`src/rtl/tt_sweep_pkg.sv`:
```
// Shared types and sizing helpers for the truth-table sweeper and its sample voter.
package tt_sweep_pkg;

  localparam int N_INPUTS = 3;
  localparam int TT_WIDTH = 8;

  typedef enum logic [2:0] {
    IDLE,
    SETTLE,
    SAMPLE,
    COMMIT,
    DONE
  } state_e;

  // Bits needed to hold a count from 0 up to n inclusive, never less than 1.
  function automatic int cnt_width(input int n);
    return (n < 2) ? 1 : $clog2(n + 1);
  endfunction

endpackage

```
`src/rtl/truth_table_sweeper_vote.sv`:
```
// Ones-counter over a burst of samples with a majority decision on the count.
module sample_vote
  import tt_sweep_pkg::*;
#(
  parameter int SAMPLES = 3
) (
  input  logic clk,
  input  logic rst,
  input  logic clear,
  input  logic en,
  input  logic bit_in,
  output logic vote
);

  localparam int OW = cnt_width(SAMPLES);

  logic [OW-1:0] ones_q;
  logic [OW-1:0] ones_d;

  always_comb begin
    ones_d = ones_q;
    if (clear) begin
      ones_d = '0;
    end else if (en && bit_in) begin
      ones_d = ones_q + OW'(1);
    end
  end

  always_ff @(posedge clk) begin
    if (rst) begin
      ones_q <= '0;
    end else begin
      ones_q <= ones_d;
    end
  end

  assign vote = (ones_q > OW'(SAMPLES / 2));

endmodule

```
`src/rtl/truth_table_sweeper.sv`:
```
// Walks a 3-input gate through all 8 vectors, majority-samples its output and
// assembles the observed truth table for comparison against a reference.
module truth_table_sweeper
  import tt_sweep_pkg::*;
#(
  parameter int                  SETTLE_CYCLES = 4,
  parameter int                  SAMPLES       = 3,
  parameter logic [TT_WIDTH-1:0] EXPECTED      = 8'hA5
) (
  input  logic                clk,
  input  logic                rst,
  input  logic                start,
  input  logic                abort,
  input  logic                dut_out,
  output logic                in1,
  output logic                in2,
  output logic                in3,
  output logic                busy,
  output logic                done,
  output logic [TT_WIDTH-1:0] table_word,
  output logic                match
);

  localparam int SW = cnt_width(SETTLE_CYCLES);
  localparam int CW = cnt_width(SAMPLES);
  localparam logic [SW-1:0] SETTLE_LOAD = (SETTLE_CYCLES > 0) ? SW'(SETTLE_CYCLES - 1) : '0;
  localparam logic [CW-1:0] SAMPLE_LOAD = CW'(SAMPLES - 1);
  localparam logic [N_INPUTS-1:0] LAST_VECTOR = N_INPUTS'(TT_WIDTH - 1);
  localparam state_e FIRST_WAIT = (SETTLE_CYCLES == 0) ? SAMPLE : SETTLE;

  state_e                state_q, state_d;
  logic [N_INPUTS-1:0]   vector_q, vector_d;
  logic [SW-1:0]         settle_q, settle_d;
  logic [CW-1:0]         samp_q, samp_d;
  logic [TT_WIDTH-1:0]   table_q, table_d;
  logic                  match_q, match_d;
  logic                  vote;
  logic                  in_flight;

  assign in_flight = (state_q == SETTLE) || (state_q == SAMPLE) || (state_q == COMMIT);

  sample_vote #(
    .SAMPLES(SAMPLES)
  ) u_vote (
    .clk   (clk),
    .rst   (rst),
    .clear ((state_q == IDLE) || (state_q == COMMIT)),
    .en    (state_q == SAMPLE),
    .bit_in(dut_out),
    .vote  (vote)
  );

  always_comb begin
    state_d  = state_q;
    vector_d = vector_q;
    settle_d = settle_q;
    samp_d   = samp_q;
    table_d  = table_q;
    match_d  = match_q;

    case (state_q)
      IDLE: begin
        if (start && !abort) begin
          vector_d = '0;
          table_d  = '0;
          match_d  = 1'b0;
          settle_d = SETTLE_LOAD;
          samp_d   = SAMPLE_LOAD;
          state_d  = FIRST_WAIT;
        end
      end
      SETTLE: begin
        if (settle_q == '0) begin
          samp_d  = SAMPLE_LOAD;
          state_d = SAMPLE;
        end else begin
          settle_d = settle_q - SW'(1);
        end
      end
      SAMPLE: begin
        if (samp_q == '0) begin
          state_d = COMMIT;
        end else begin
          samp_d = samp_q - CW'(1);
        end
      end
      COMMIT: begin
        table_d[vector_q] = vote;
        if (vector_q != LAST_VECTOR) begin
          vector_d = vector_q + N_INPUTS'(1);
          settle_d = SETTLE_LOAD;
          samp_d   = SAMPLE_LOAD;
          state_d  = FIRST_WAIT;
        end else begin
          match_d = (table_d == EXPECTED);
          state_d = DONE;
        end
      end
      DONE: begin
        state_d = IDLE;
      end
      default: begin
        state_d = IDLE;
      end
    endcase

    // Abort overrides whatever the sweep was about to do, including a pending commit.
    if (abort && in_flight) begin
      state_d  = IDLE;
      vector_d = vector_q;
      table_d  = table_q;
      match_d  = 1'b0;
    end
  end

  always_ff @(posedge clk) begin
    if (rst) begin
      state_q  <= IDLE;
      vector_q <= '0;
      settle_q <= '0;
      samp_q   <= '0;
      table_q  <= '0;
      match_q  <= 1'b0;
    end else begin
      state_q  <= state_d;
      vector_q <= vector_d;
      settle_q <= settle_d;
      samp_q   <= samp_d;
      table_q  <= table_d;
      match_q  <= match_d;
    end
  end

  assign {in1, in2, in3} = (state_q == IDLE) ? '0 : vector_q;
  assign busy            = in_flight;
  assign done            = (state_q == DONE);
  assign table_word      = table_q;
  assign match           = match_q;

endmodule

```
`config.mk`:
```
export PLATFORM = sky130hd
export DESIGN_NAME = truth_table_sweeper
export DESIGN_NICKNAME = d
export VERILOG_FILES = /design/src/rtl/tt_sweep_pkg.sv /design/src/rtl/truth_table_sweeper_vote.sv /design/src/rtl/truth_table_sweeper.sv
export SDC_FILE = /design/constraint.sdc
export NUM_CORES = 1
export LEC_CHECK = 0
export ABC_CLOCK_PERIOD_IN_PS = 1700
export CELL_PAD_IN_SITES_DETAIL_PLACEMENT = 0
export CELL_PAD_IN_SITES_GLOBAL_PLACEMENT = 2
export CORE_MARGIN = 2
export CORE_UTILIZATION = 28
export DETAILED_ROUTE_END_ITERATION = 16
export HOLD_SLACK_MARGIN = 0.08
export PLACE_DENSITY_LB_ADDON = 0.12
export SETUP_SLACK_MARGIN = 0.2
export SLEW_MARGIN = 20
export SYNTH_ARGS = -nofsm -noshare
export SYNTH_HDL_FRONTEND = slang
export SYNTH_SLANG_ARGS = --single-unit
```
`constraint.sdc`:
```
create_clock -name clk -period 1.7 [get_ports clk]
set_clock_uncertainty 0.05 [all_clocks]
set_input_delay 0.51 -clock clk [delete_from_list [all_inputs] [get_ports clk]]
set_output_delay 0.51 -clock clk [all_outputs]
set_load 0.03 [all_outputs]
```
; ---- Yosys cells after proc, flatten, opt, wreduce, memory -nomap -nowiden
; Cells that the tools add are included.
[word_totals]
output_inout_bits = 14
ff_bits = 22
in_bits = 5
wordCells = 76
[classes]
magnitude_cmp = 3
muxes = 26
bitwise_logic = 1
add_sub_neg = 4
eq_ne = 13
n_reduce_logical = 22
[op_table]
columns = cell, count
row1 = two-way mux 3 bit, 10
row2 = one-hot mux 8 bit (2 select lines), 1
row3 = one-hot mux 3 bit (4 select lines), 1
row4 = one-hot mux 3 bit (3 select lines), 1
row5 = AND reduction 3 bit, 3
row6 = bitwise mux 8 bit, 1
row7 = "== test 8 bit, second input constant", 1
row8 = two-way mux 2 bit, 4
row9 = two-way mux 8 bit, 1
row10 = "!= test 2 bit, second input constant", 4
row11 = one-hot mux 2 bit (4 select lines), 1
row12 = AND reduction 4 bit, 2
row13 = "== test 3 x 2 -> 1 bit, second input constant", 2
row14 = logical NOT 3 bit, 2
row15 = "!= test 2 x 1 -> 1 bit, second input constant", 3
row16 = one-hot mux 3 bit (2 select lines), 1
row17 = AND reduction 5 bit, 1
row18 = logical AND 1 bit, 4
row19 = "< comparator 3 x 4 -> 1 bit, second input constant", 1
row20 = nonzero test 4 bit, 1
row21 = OR reduction 2 bit, 2
row22 = "adder 3 x 1 -> 3 bit, second input constant", 1
row23 = demux 1 bit (select 3 bit), 1
row24 = "== test 3 x 1 -> 1 bit, second input constant", 1
row25 = 15 further kinds, 19

; ---- Depth between registers and ports, before layout
[depth]
depth_word = 8
depth_mapped = 7
mapped_depth_nobuf = 7

; ---- Hierarchy
; From an unflattened synthesis, not the netlist that was laid out.
[unflattened]
cells_unflattened = 175
area_unflattened_um2 = 1443.9
[modules_own_cells]
columns = mod, instances, area_per_inst_um2, seq_area_each_um2, cells_per_inst
row1 = truth_table_sweeper, 1, 1328.8, 400.4, 164
row2 = sample_vote, 1, 115.1, 40.0, 11

; ---- Worst setup path after synthesis
; No wires, ideal clock.
[synth_path]
path_type = register -> output
startpoint = register state_q[2]
endpoint = output port in1
arrival_ns = 1.302
setup_slack_ns = -0.162
path_buffers = 2
path_stages_with_launch = 5
t_required_ns = 1.140
path_cell_list = dfxtp_1 -> buf_2 -> clkbuf_1 -> nor3_1 -> nor2b_1
[synth_via]
elab_chain_cells = 2
[synth_rtl]
columns = element, line_no
row1 = start: declaration, truth_table_sweeper.sv:31  ; state_e state_q, state_d;
row2 = start signal: assignment, truth_table_sweeper.sv:125  ; state_q <= state_d;
row3 = logical NOT 3 bit, truth_table_sweeper.sv:134  ; assign {in1, in2, in3} = (state_q == IDLE) ? '0 : vector_q;
row4 = two-way mux 3 bit, truth_table_sweeper.sv:134
row5 = end: declaration, truth_table_sweeper.sv:15  ; output logic in1,
; No other way between the ends.

; ---- Worst setup path in the final report
[layout_path]
startpoint = register state_q[1]
endpoint = output port in3
[layout_via]
elab_chain_cells = 2
[layout_rtl]
columns = element, line_no
row1 = logical NOT 3 bit, truth_table_sweeper.sv:134
row2 = two-way mux 3 bit, truth_table_sweeper.sv:134
row3 = end: declaration, truth_table_sweeper.sv:17  ; output logic in3,
; No other way between the ends.

==> flow_summary.yaml <==
outcome:
  outcome: "complete, but fails checks"
  violations: "negative setup slack"
clocking:
  cts_tree: "built"
  cts_buffer_depth: 2
  cts_made_buffers: 3
  cts_root_buf: "clkbuf_8"
  cts.reportedPaths.clkPinSlew_ns: 0.08
  cts_htree_levels: 1
  clock_sinks: 22
  clock_latency_ns: 0.27
final_layout:
  fin_area_um2: 2190
  final_net_count: 238
  layout_common_cells: "37 x buf_4, 18 x nor2_1, 14 x dfxtp_1"
  area_growth_pct: 57.2
  finalNonFillerCells: 292
  diodes: 0
  drive_gt1_frac: 0.489
  final_common_cell: "buf_4"
route:
  viasPerCell: 4.90
  drtAntennaViolNets: 0
  wirelength_um: 4140
  drt-pass1-iter-count: 4
  drc: 0
  wl_per_cell_um: 14.2
  drt_iter0_drc: 44
  vias: 1431
power:
  ir_worst_vdd_mv: 0.402
  p_leak_nw: 0.846
  powerDensity_nw_per_um2: 605
sta:
  rsz0062_at_grt: "true"
  period_share: 1.04
  fin_crit_ns: 1.77
  hold_viol_final: 0
  maxSlewViolCount: 0
  fin_ws_ns: -0.0664
  relSlewSlack: 0.726
  max_freq_ghz: 0.566
  tightestPinTransition_ns: 0.410
  finalSetupViolCount: 6
synthesis:
  synth-seq-cells: 22
  synth_ff_type: "dfxtp_1"
  synth_edf_count: 0
  yosys.cell_types.count: 48
  syn_area_um2: 1390
  seq_area_frac_synth: 0.316
  syn_area_per_cell_um2: 8.00
  synthCells: 174
  async_flop_share: 0
  yosys_warnings: 0
  synth_nets: 185
floorplan:
  design.die.area_um2: 5550
  core_um2: 4750
  io_pins: 19
  die_height_um: 74.5
  start_util: 0.293
  die_w_um: 74.5
  rows: 25
placed_design:
  place_hpwl_um: 3020
  placed_cell_area_um2: 1840
  portBuffers: 18
  place_congestion: 0.854
  place_inst: 274
critical_path:
  critPathLaunchType: "register"
  crit_type: "register to output pin"
  crit_path_end_kind: "output pin"
  path_max_fanout: 5
  required_ns: 1.14
  crit_arrival_ns: 1.21
grt:
  antenna_found_initial: 0
  gr-total-overflow: 0
  grt_max_degree: 19
  grt_pass1_wl_um: 6800
  track_usage: 0.160
  grt_pass1_vias: 1411
run:
  cap_violations: 0
worst_hold_path:
  hold_path_class: "register to register"
[what timing repair did]
action                                  in CTS  in global routing
cloned                                       0                  0
resized for setup                           77                 32
setup buffers                                7                  8
endpoints found under the setup margin      33                 29
pin swaps                                   19                 14
hold buffers                                 0                  0
[cell families after synthesis]
group,count (synthesis),synth area share
multiplexers,5,0.0368
adder cells (fa/ha/maj),6,0.0539
flip-flops,22,0.316
buffers and inverters,18,0.0584
AO/OA/AOI/OAI,49,0.243
AND/OR/NAND/NOR,74,0.292
[final cells by class]
| class | count | area, um2 |
|---|---|---|
| repair buffers | 59 | 462 |
| multi-input cells | 134 | 1120 |
| flip-flops and latches | 22 | 458 |
| inverters | 7 | 26.3 |
| clock buffers | 3 | 41.3 |
| well taps | 67 | 83.8 |
| fillers | 484 | 2560 |
[routing by layer]
layer  GRT usage  part of all wire
met1       0.179              0.42
met2       0.303              0.55
met3      0.0393             0.028
met4      0.0337            0.0068
met5           0                 0
[synth_stat cells, types with 2 or more instances]
library cell	n	area share
and2_1	2	0.0090
inv_1	7	0.019
a21oi_1	13	0.047
a32oi_1	2	0.013
nand3_1	4	0.014
o21bai_1	2	0.011
o21ai_0	9	0.032
nand2_1	11	0.030
a211o_1	2	0.013
nor3b_1	4	0.022
ha_1	6	0.054
a211oi_1	3	0.016
mux2i_1	4	0.029
a22oi_1	4	0.022
buf_2	5	0.018
nor2_1	20	0.054
nor3_1	5	0.018
nand2b_1	5	0.022
o21ai_2	2	0.013
clkbuf_1	4	0.011
dfxtp_1	22	0.32
nor2b_1	11	0.049
nand4_1	2	0.0090
[power by group]
group | switching (mW) | internal [mW] | total [mW]
sequential | 0.0164 | 0.534 | 0.551
combinational | 0.221 | 0.214 | 0.435
clock | 0.180 | 0.159 | 0.339
total | 0.417 | 0.907 | 1.32
[state kept, by name (all words and copies together), names as in the netlist]
signal and cells:
match 1, samp_q 2, settle_q 3, state_q 3
table_word 8, u_vote.ones_q 2, vector_q 3
[critical path, stage by stage, from the launching register on]
cell     delay, ns
dfxtp_2       0.33
buf_6         0.12
nor3_4        0.17
buf_6         0.15
nor2b_4       0.04
buf_6         0.13
[per-stage QoR]
stage	hold slack [ns]	TNS, ns	utilization	setup slack, ns	total power, mW
after CTS	0.425	-0.388	0.431	-0.0865	1.29
after floorplan	0.387	-0.0184	-	-0.0184	0.793
after global placement	0.409	-7.77	0.387	-0.592	0.872
final	0.389	-0.244	0.461	-0.0664	1.32
after global routing	0.426	-0.808	0.461	-0.120	1.41
after detailed placement	0.406	-8.49	0.387	-0.639	0.879
[path summary, 6_finish.rpt]
check	from	end	slack, ns	depth (start not counted)
setup / recovery	state_q[1]$_SDFFE_PP0P_	in3	-0.07	5
hold / removal	settle_q[0]$_SDFFE_PP0P_	settle_q[0]$_SDFFE_PP0P_	0.39	1
setup reg to reg	state_q[1]$_SDFFE_PP0P_	samp_q[0]$_SDFFE_PP0P_	0	8
hold reg to reg	settle_q[0]$_SDFFE_PP0P_	settle_q[0]$_SDFFE_PP0P_	0.39	1
No activity file was read; power rests on OpenSTA's default activity.
